[config.mk]
export PLATFORM = sky130hd
export DESIGN_NAME = ps2_kb_event_rx
export DESIGN_NICKNAME = d
export VERILOG_FILES = /design/src/rtl/ps2_kb_pkg.sv /design/src/rtl/ps2_frame_rx.sv /design/src/rtl/ps2_kb_event_rx.sv
export SDC_FILE = /design/constraint.sdc
export NUM_CORES = 1
export LEC_CHECK = 0
export CAP_MARGIN = 10
export CORE_ASPECT_RATIO = 0.8
export CORE_MARGIN = 2
export CORE_UTILIZATION = 30
export DETAILED_ROUTE_END_ITERATION = 10
export GPL_TIMING_DRIVEN = 0
export HOLD_SLACK_MARGIN = 0.03
export SLEW_MARGIN = 20
export SYNTH_ARGS = -nofsm -noshare
export SYNTH_HDL_FRONTEND = slang
export SYNTH_SLANG_ARGS = --single-unit
[constraint.sdc]
create_clock -name clk -period 1.8 [get_ports clk]
set_input_delay 0.36 -clock clk [delete_from_list [all_inputs] [get_ports clk]]
set_output_delay 0.36 -clock clk [all_outputs]
set_load 0.1 [all_outputs]
[src/rtl/ps2_kb_pkg.sv]
// Shared constants and types for the PS/2 keyboard event receiver:
// prefix codes, frame FSM states and the packed event word layout.
package ps2_kb_pkg;

    localparam logic [7:0] CODE_EXT = 8'hE0;
    localparam logic [7:0] CODE_BRK = 8'hF0;

    typedef enum logic [1:0] {
        ST_IDLE   = 2'd0,
        ST_DATA   = 2'd1,
        ST_PARITY = 2'd2,
        ST_STOP   = 2'd3
    } frame_state_t;

    // Event word: {ext, brk, code[7:0]}
    localparam int unsigned EVT_W        = 10;
    localparam int unsigned EVT_EXT      = 9;
    localparam int unsigned EVT_BRK      = 8;
    localparam int unsigned EVT_CODE_LSB = 0;

    typedef logic [EVT_W-1:0] evt_t;

    function automatic evt_t make_evt(input logic ext, input logic brk, input logic [7:0] code);
        evt_t e;
        e                       = '0;
        e[EVT_EXT]              = ext;
        e[EVT_BRK]              = brk;
        e[EVT_CODE_LSB +: 8]    = code;
        return e;
    endfunction

endpackage

[src/rtl/ps2_frame_rx.sv]
// PS/2 frame receiver: pin synchronisers, clock deglitch filter, 11-bit
// frame FSM with odd-parity/stop checking and a stalled-transfer timeout.
module ps2_frame_rx
    import ps2_kb_pkg::*;
#(
    parameter int unsigned FILTER_LEN  = 8,
    parameter int unsigned TIMEOUT_CYC = 50000
) (
    input  logic       clk,
    input  logic       reset,
    input  logic       ps2c,
    input  logic       ps2d,
    output logic [7:0] byte_out,
    output logic       byte_stb,
    output logic       err_stb
);

    localparam int unsigned FCW = $clog2(FILTER_LEN + 1);
    localparam int unsigned TCW = $clog2(TIMEOUT_CYC + 1);
    localparam logic [FCW-1:0] FILT_LAST = FCW'(FILTER_LEN - 1);
    localparam logic [TCW-1:0] TMO_LIMIT = TCW'(TIMEOUT_CYC);

    logic           c_meta, c_sync, d_meta, d_sync;
    logic           filt;
    logic [FCW-1:0] fcnt;
    logic           fall;
    logic [TCW-1:0] tmo_q;

    frame_state_t   state_q, state_d;
    logic [2:0]     bit_cnt_q, bit_cnt_d;
    logic [7:0]     shift_q, shift_d;
    logic           par_q, par_d;
    logic           byte_stb_d, err_stb_d;

    always_ff @(posedge clk) begin
        if (reset) begin
            c_meta <= 1'b1;
            c_sync <= 1'b1;
            d_meta <= 1'b1;
            d_sync <= 1'b1;
        end else begin
            c_meta <= ps2c;
            c_sync <= c_meta;
            d_meta <= ps2d;
            d_sync <= d_meta;
        end
    end

    // The filtered level follows only after FILTER_LEN consecutive disagreeing samples.
    always_ff @(posedge clk) begin
        if (reset) begin
            filt <= 1'b1;
            fcnt <= '0;
            fall <= 1'b0;
        end else begin
            fall <= 1'b0;
            if (c_sync == filt) begin
                fcnt <= '0;
            end else if (fcnt == FILT_LAST) begin
                filt <= c_sync;
                fcnt <= '0;
                fall <= filt;
            end else begin
                fcnt <= fcnt + 1'b1;
            end
        end
    end

    always_ff @(posedge clk) begin
        if (reset || fall || state_q == ST_IDLE) begin
            tmo_q <= '0;
        end else begin
            tmo_q <= tmo_q + 1'b1;
        end
    end

    always_ff @(posedge clk) begin
        if (reset) begin
            state_q   <= ST_IDLE;
            bit_cnt_q <= '0;
            shift_q   <= '0;
            par_q     <= 1'b0;
            byte_stb  <= 1'b0;
            err_stb   <= 1'b0;
        end else begin
            state_q   <= state_d;
            bit_cnt_q <= bit_cnt_d;
            shift_q   <= shift_d;
            par_q     <= par_d;
            byte_stb  <= byte_stb_d;
            err_stb   <= err_stb_d;
        end
    end

    always_comb begin
        state_d    = state_q;
        bit_cnt_d  = bit_cnt_q;
        shift_d    = shift_q;
        par_d      = par_q;
        byte_stb_d = 1'b0;
        err_stb_d  = 1'b0;
        if (fall) begin
            case (state_q)
                ST_IDLE: begin
                    if (!d_sync) begin
                        state_d   = ST_DATA;
                        bit_cnt_d = '0;
                    end
                end
                ST_DATA: begin
                    shift_d = {d_sync, shift_q[7:1]};
                    if (bit_cnt_q == 3'd7) begin
                        state_d = ST_PARITY;
                    end else begin
                        bit_cnt_d = bit_cnt_q + 3'd1;
                    end
                end
                ST_PARITY: begin
                    par_d   = d_sync;
                    state_d = ST_STOP;
                end
                ST_STOP: begin
                    if ((^{shift_q, par_q}) && d_sync) begin
                        byte_stb_d = 1'b1;
                    end else begin
                        err_stb_d = 1'b1;
                    end
                    state_d = ST_IDLE;
                end
                default: state_d = ST_IDLE;
            endcase
        end else if (state_q != ST_IDLE && tmo_q == TMO_LIMIT) begin
            err_stb_d = 1'b1;
            state_d   = ST_IDLE;
        end
    end

    assign byte_out = shift_q;

endmodule

[src/rtl/ps2_kb_event_rx.sv]
// PS/2 keyboard event receiver: frame receiver, E0/F0 prefix decoder and a
// first-word fall-through event FIFO with a sticky overflow flag.
module ps2_kb_event_rx
    import ps2_kb_pkg::*;
#(
    parameter int unsigned FILTER_LEN  = 8,
    parameter int unsigned FIFO_DEPTH  = 4,
    parameter int unsigned TIMEOUT_CYC = 50000
) (
    input  logic       clk,
    input  logic       reset,
    input  logic       ps2c,
    input  logic       ps2d,
    input  logic       rd_en,
    output logic       key_valid,
    output logic [7:0] key_code,
    output logic       key_ext,
    output logic       key_brk,
    output logic       frame_err,
    output logic       overflow
);

    localparam int unsigned AW    = $clog2(FIFO_DEPTH);
    localparam int unsigned PTR_W = AW + 1;

    logic [7:0]     byte_out;
    logic           byte_stb, err_stb;
    logic           ext_p, brk_p;
    logic           push, pop, wr_ok, empty, full;
    evt_t           push_evt, head;
    evt_t           mem [FIFO_DEPTH];
    logic [PTR_W-1:0] wr_ptr, rd_ptr;

    ps2_frame_rx #(
        .FILTER_LEN  (FILTER_LEN),
        .TIMEOUT_CYC (TIMEOUT_CYC)
    ) u_frame_rx (
        .clk      (clk),
        .reset    (reset),
        .ps2c     (ps2c),
        .ps2d     (ps2d),
        .byte_out (byte_out),
        .byte_stb (byte_stb),
        .err_stb  (err_stb)
    );

    assign frame_err = err_stb;

    always_comb begin
        push     = byte_stb && (byte_out != CODE_EXT) && (byte_out != CODE_BRK);
        push_evt = make_evt(ext_p, brk_p, byte_out);
    end

    always_ff @(posedge clk) begin
        if (reset || err_stb) begin
            ext_p <= 1'b0;
            brk_p <= 1'b0;
        end else if (byte_stb) begin
            if (byte_out == CODE_EXT) begin
                ext_p <= 1'b1;
            end else if (byte_out == CODE_BRK) begin
                brk_p <= 1'b1;
            end else begin
                ext_p <= 1'b0;
                brk_p <= 1'b0;
            end
        end
    end

    // Extra pointer bit separates full from empty when the indices match.
    assign empty = (wr_ptr == rd_ptr);
    assign full  = (wr_ptr[AW] != rd_ptr[AW]) && (wr_ptr[AW-1:0] == rd_ptr[AW-1:0]);
    assign pop   = rd_en && !empty;
    assign wr_ok = push && (!full || pop);

    always_ff @(posedge clk) begin
        if (wr_ok) begin
            mem[wr_ptr[AW-1:0]] <= push_evt;
        end
    end

    always_ff @(posedge clk) begin
        if (reset) begin
            wr_ptr   <= '0;
            rd_ptr   <= '0;
            overflow <= 1'b0;
        end else begin
            if (wr_ok) begin
                wr_ptr <= wr_ptr + 1'b1;
            end
            if (pop) begin
                rd_ptr <= rd_ptr + 1'b1;
            end
            if (push && full && !pop) begin
                overflow <= 1'b1;
            end
        end
    end

    assign head      = mem[rd_ptr[AW-1:0]];
    assign key_valid = !empty;
    assign key_code  = empty ? '0 : head[EVT_CODE_LSB +: 8];
    assign key_ext   = empty ? 1'b0 : head[EVT_EXT];
    assign key_brk   = empty ? 1'b0 : head[EVT_BRK];

endmodule

Word-level counts from Yosys, hierarchy flattened --
Memory sizes are Yosys's and may differ from the RTL's. A register that Yosys moved wholly into a read port is not among the register bits. Cells that the tools add are included. Widths: inputs -> output; s select.
Operators by class: bitwise logic cells 5, reduce and logical (&&, ||, !) cells 31, equal/unequal tests 19, add/subtract/negate cells 5, muxes and demuxes 23
Operators by type and width (number):
- $add 16x1->16 const B | 1
- $eq 16x16->1 const B | 1
- $eq 8x8->1 const B | 2
- $ne 8x8->1 const B | 2
- $mux 1 | 12
- $mux 2 | 6
- $reduce_and 2->1 | 5
- $add 3x1->3 const B | 3
- $logic_and 1x1->1 | 9
- $reduce_or 3->1 | 3
- $reduce_xor 9->1 | 1
- $mux 8 | 1
- $pmux 2 s4 | 1
- $mux 3 | 2
- $ne 2x2->1 const B | 3
- $ne 3x3->1 const B | 2
- $pmux 3 s2 | 1
- $reduce_bool 2->1 | 3
- $not 1->1 | 5
- $add 4x1->4 const B | 1
- $eq 2x2->1 const B | 2
- $eq 4x3->1 const B | 1
- $logic_or 1x1->1 | 4
- $reduce_and 4->1 | 1
- other kinds (9) | 11
Word-level totals: word-level logic and storage cells 103, bits in registers 51, memories 1, input port bits 5, bits in writable memories 40
Memories:
- mem | depth 4, width 10, rd ports 1, clocked after Yosys merged registers in 1, write ports 1, RTL line ps2_kb_event_rx.sv:31 | evt_t mem [FIFO_DEPTH];

Logic depth before layout (Yosys ltp) --
depth after elaboration 7, depth in mapped cells 6

Hierarchy --
Synthesis repeated with hierarchy kept, for this count alone.
Second synthesis, totals: cell total of the unflattened synthesis 333, area total of the unflattened synthesis 4025.1 sq um
By module, submodules not included:
- ps2_kb_event_rx | area an instance 2094.5 sq um, cells each 124, seq. area each 1421.4 sq um, instances 1
- ps2_frame_rx | area an instance 1930.6 sq um, cells each 209, seq. area each 840.8 sq um, instances 1

Worst setup path before layout --
No wires, ideal clock.
path kind register to output, start point register wr_ptr[0], end point output port key_code[0], data required time 1.440 ns, arrival 2.297 ns, path slack -0.857 ns, stages on the path, launching flop included 5, path through dfxtp_1 xor2_1 nor3_1 clkbuf_1 nor2b_1
Between the ends: longest elaborated chain between the ends 2
RTL lines:
- start, declared | RTL line ps2_kb_event_rx.sv:32 | logic [PTR_W-1:0] wr_ptr, rd_ptr;
- start signal, assigned | RTL line ps2_kb_event_rx.sv:89 | wr_ptr <= wr_ptr + 1'b1;
- $eq 3x3->1 | RTL line ps2_kb_event_rx.sv:71 | assign empty = (wr_ptr == rd_ptr);
- $mux 8 | RTL line ps2_kb_event_rx.sv:102 | assign key_code = empty ? '0 : head[EVT_CODE_LSB +: 8];
- end, declared | RTL line ps2_kb_event_rx.sv:16 | output logic [7:0] key_code,
Every way passes these cells.

==> key figures <==
Yosys
  – Synth unique cells: 42
  – Top cells by count, synth: 53 x dfxtp_1, 40 x edfxtp_1, 26 x a21oi_1, 23 x nor2_1, 21 x nand2_1
  – Area contributors post-synth: edfxtp_1 31%, dfxtp_1 27%, mux4_2 5.7%, ha_1 4.5%, a21oi_1 3.3%
  – Post-Syn Instances: 330
  – Mean area per synthesized cell: roughly 12 µm²
  – Synth async-reset ratio: 0%
  – Synth top area share: between 30% and 40%
  – Primary FF master, synth: dfxtp_1
  – Post-synth EDFFs: 40
  – Post-synthesis sequential area ratio: between 50% and 60%
  – Largest area contributor in the synthesized netlist: edfxtp_1
  – Syn_nets: between 300 and 400
  – YS warnings: 0
  – Most frequent cell after synthesis: dfxtp_1
  – Post-Syn Area: between 3000 and 4000 µm²
  – Yosys reg bits: 93

Global routing
  – First-pass GRT wire length: around 12,000 µm
  – Grt ovf: 0
  – Initial antenna violation count: 0
  – Largest net degree at the start of global routing: 16
  – Vias in the first global route: around 2,400
  – Global Route Usage Sum: between 10% and 20%

Die
  – Die width: ~130 µm
  – DIE HEIGHT: approximately 110 µm
  – DIE AREA: around 14,000 µm²
  – Core area: between 10,000 and 15,000 µm²
  – Row cnt: 37
  – Io pins: 18
  – Initial core utilization: between 30% and 40%

Routing
  – First drt pass iteration count: 4
  – DRC: 0
  – Total Routed Length: just under 8000 µm
  – DRT antenna net count: 0
  – Vias: ~2,600
  – M1 wire length: 3630 µm
  – Met2 WL: about 3700 µm
  – Vias per Instance: about 4.7
  – Top routing layer used: met4
  – Met3 WL post-DR: ~250 µm
  – Wire per inst: about 14 µm
  – Number of DRC markers in iteration 0: approximately 110

STA
  – Final Critical Period: roughly 2100 ps
  – RSZ-0062 raised after global routing: true
  – Final Hold Viols: 0
  – Fmax: about 490 MHz
  – Final setup margin: -251 ps
  – Clock Skew: 6.30 ps
  – Pins Over Slew Limit: 0
  – Rel. slew slack: around 60%
  – # setup viols final: 11
  – Slew of the pin with the lowest slew margin: 578 ps
  – Period utilisation layout: 114%

Run
  – Max_cap viols: 0

Finish
  – Nets: a little under 400
  – Fin cells: between 500 and 600
  – P&R area growth vs syn: 32.4%
  – Fin util: a little over 40%
  – Ant diodes: 0
  – Share of cells above drive strength 1: between 20% and 30%
  – Fin area: around 5200 µm²

Critical path
  – Startpoint types: flop
  – Crit end category: output pin
  – CP Class: flop to output pin
  – CP required: 1440 ps
  – Critical path peak fanout: 5
  – Worst EP arrival: approximately 1700 ps

Clock network
  – CTS Buf Count: 9
  – H-tree Lvls: 3
  – Clock sink total: 93
  – CTS tree: yes
  – CTS Buffer Depth: 2
  – Clk_lat worst skew: 340 ps
  – Hold buffer count at cts: 0
  – Worst-path clk slew: approximately 60 ps
  – Root Buffer: clkbuf_16

Pwr
  – Power per cell area: 833 nW/µm²
  – Total power: between 4 and 5 mW
  – Max VDD drop: 670 µV
  – Static Leak: around 1.8 nW

Status
  – Status: finished with violations
  – Failing checks: setup timing

Placement
  – Post-DP Area: about 4400 µm²
  – Port bufs: 17
  – Post-Place Cells: 522
  – Final HPWL DP: 4980 µm
  – Final Wtd Congestion: between 0.7 and 0.8
  – Placement Setup Slack: -948 ps

Hold path
  – Hold WC Path Type: flop to flop
[cell usage in the layout (no fill, tap or decap), types with 3 or more instances in the layout]
cell	Yosys	layout
o21ai_0	8	7
edfxtp_1	40	40
clkdlybuf4s50_1	0	4
bufinv_16	0	3
or4_1	3	3
or3_1	7	5
xor2_1	9	6
buf_12	0	13
nor4b_1	4	4
a21oi_1	26	26
or2_2	5	5
dfxtp_4	0	5
clkbuf_16	0	10
nor2b_4	0	10
nor4_1	4	3
or3_4	1	3
nand3_1	19	19
inv_1	14	13
o31ai_1	3	3
and3_4	0	3
mux2i_1	3	3
nand2_1	21	21
nor2_1	23	23
dfxtp_2	0	13
ha_1	14	12
xnor2_1	12	12
nand4_1	3	3
dfxtp_1	53	35
mux4_2	10	10
buf_4	0	9
clkbuf_1	10	10
[routing by layer]
metal | global-route usage, % | vias up
li1 | - | 1287
met5 | 0 | -
met1 | 14.0 | 1232
met3 | 3.67 | 11
met4 | 3.96 | 0
met2 | 18.6 | 37
[area by class of cell]
| cell class | instances | area (µm²) |
|---|---|---|
| Fill cell | 1205 | 7620 |
| Sequential cell | 93 | 2300 |
| Multi-Input combinational cell | 212 | 1800 |
| Timing Repair Buffer | 30 | 429 |
| Clock buffer | 12 | 236 |
| Tap cell | 175 | 219 |
| Clock inverter | 4 | 98.8 |
| Buffer | 10 | 71.3 |
| Inverter | 14 | 56.3 |
[stage by stage]
stage	hold WS, ps	setup TNS, ps
after floorplan	389	-78.2
after global placement	393	-28370
after detailed placement	397	-30950
after CTS	411	-5170
after global routing	422	-3150
final	410	-2520
[worst max-delay path, cell delays in order, from the launching register on]
cell and delay [ps]:
dfxtp_4 380, buf_8 130, mux4_2 520, nor2b_4 150
buf_12 150
[state kept, by name, indices dropped and copies added (netlist names), 2 cells and up, named ones only]
signal,cells
mem,40
rd_ptr,3
u_frame_rx.bit_cnt_q,3
u_frame_rx.byte_out,8
u_frame_rx.fcnt,4
u_frame_rx.state_q,2
u_frame_rx.tmo_q,16
wr_ptr,3
[what timing repair did]
item                                    4_1_cts  5_1_grt
gates cloned                                  2        0
pin swaps                                     1        7
gates resized for setup                     124       35
buffers inserted                              2        9
endpoints found under the setup margin       61       71
[cell families (layout without fill, tap and decap cells)]
family	after synthesis	after routing	share of synthesized area (%)
mux	13	13	6.49
buf+inv	25	70	2.42
xor+xnor	23	23	5.82
fa+ha+maj	14	14	4.46
flops	93	93	57.5
simple gates	117	117	16.6
compound gates	45	45	6.65
[final timing paths]
kind | from | endpoint | slack [ps] | cells past startpoint
min reg2reg | u_frame_rx.c_meta$_SDFF_PP1_ | u_frame_rx.c_sync$_SDFF_PP1_ | 410 | 1
max reg2reg | wr_ptr[0]$_SDFFE_PP0P_ | mem[0][6]$_DFFE_PP_ | 70 | 3
min | u_frame_rx.c_meta$_SDFF_PP1_ | u_frame_rx.c_sync$_SDFF_PP1_ | 410 | 1
max | flop | key_code[6] | -250 | 4
[power breakdown]
part | internal, mW | total [mW] | switching, mW | leakage [nW]
Clock | 1.36 | 2.12 | 0.762 | 0.161
Combinational | 0.0156 | 0.0341 | 0.0185 | 0.786
Sequential | 2.18 | 2.18 | 0.00329 | 0.809
Total | 3.55 | 4.34 | 0.784 | 1.76
Power figures use the tool's default switching activity.
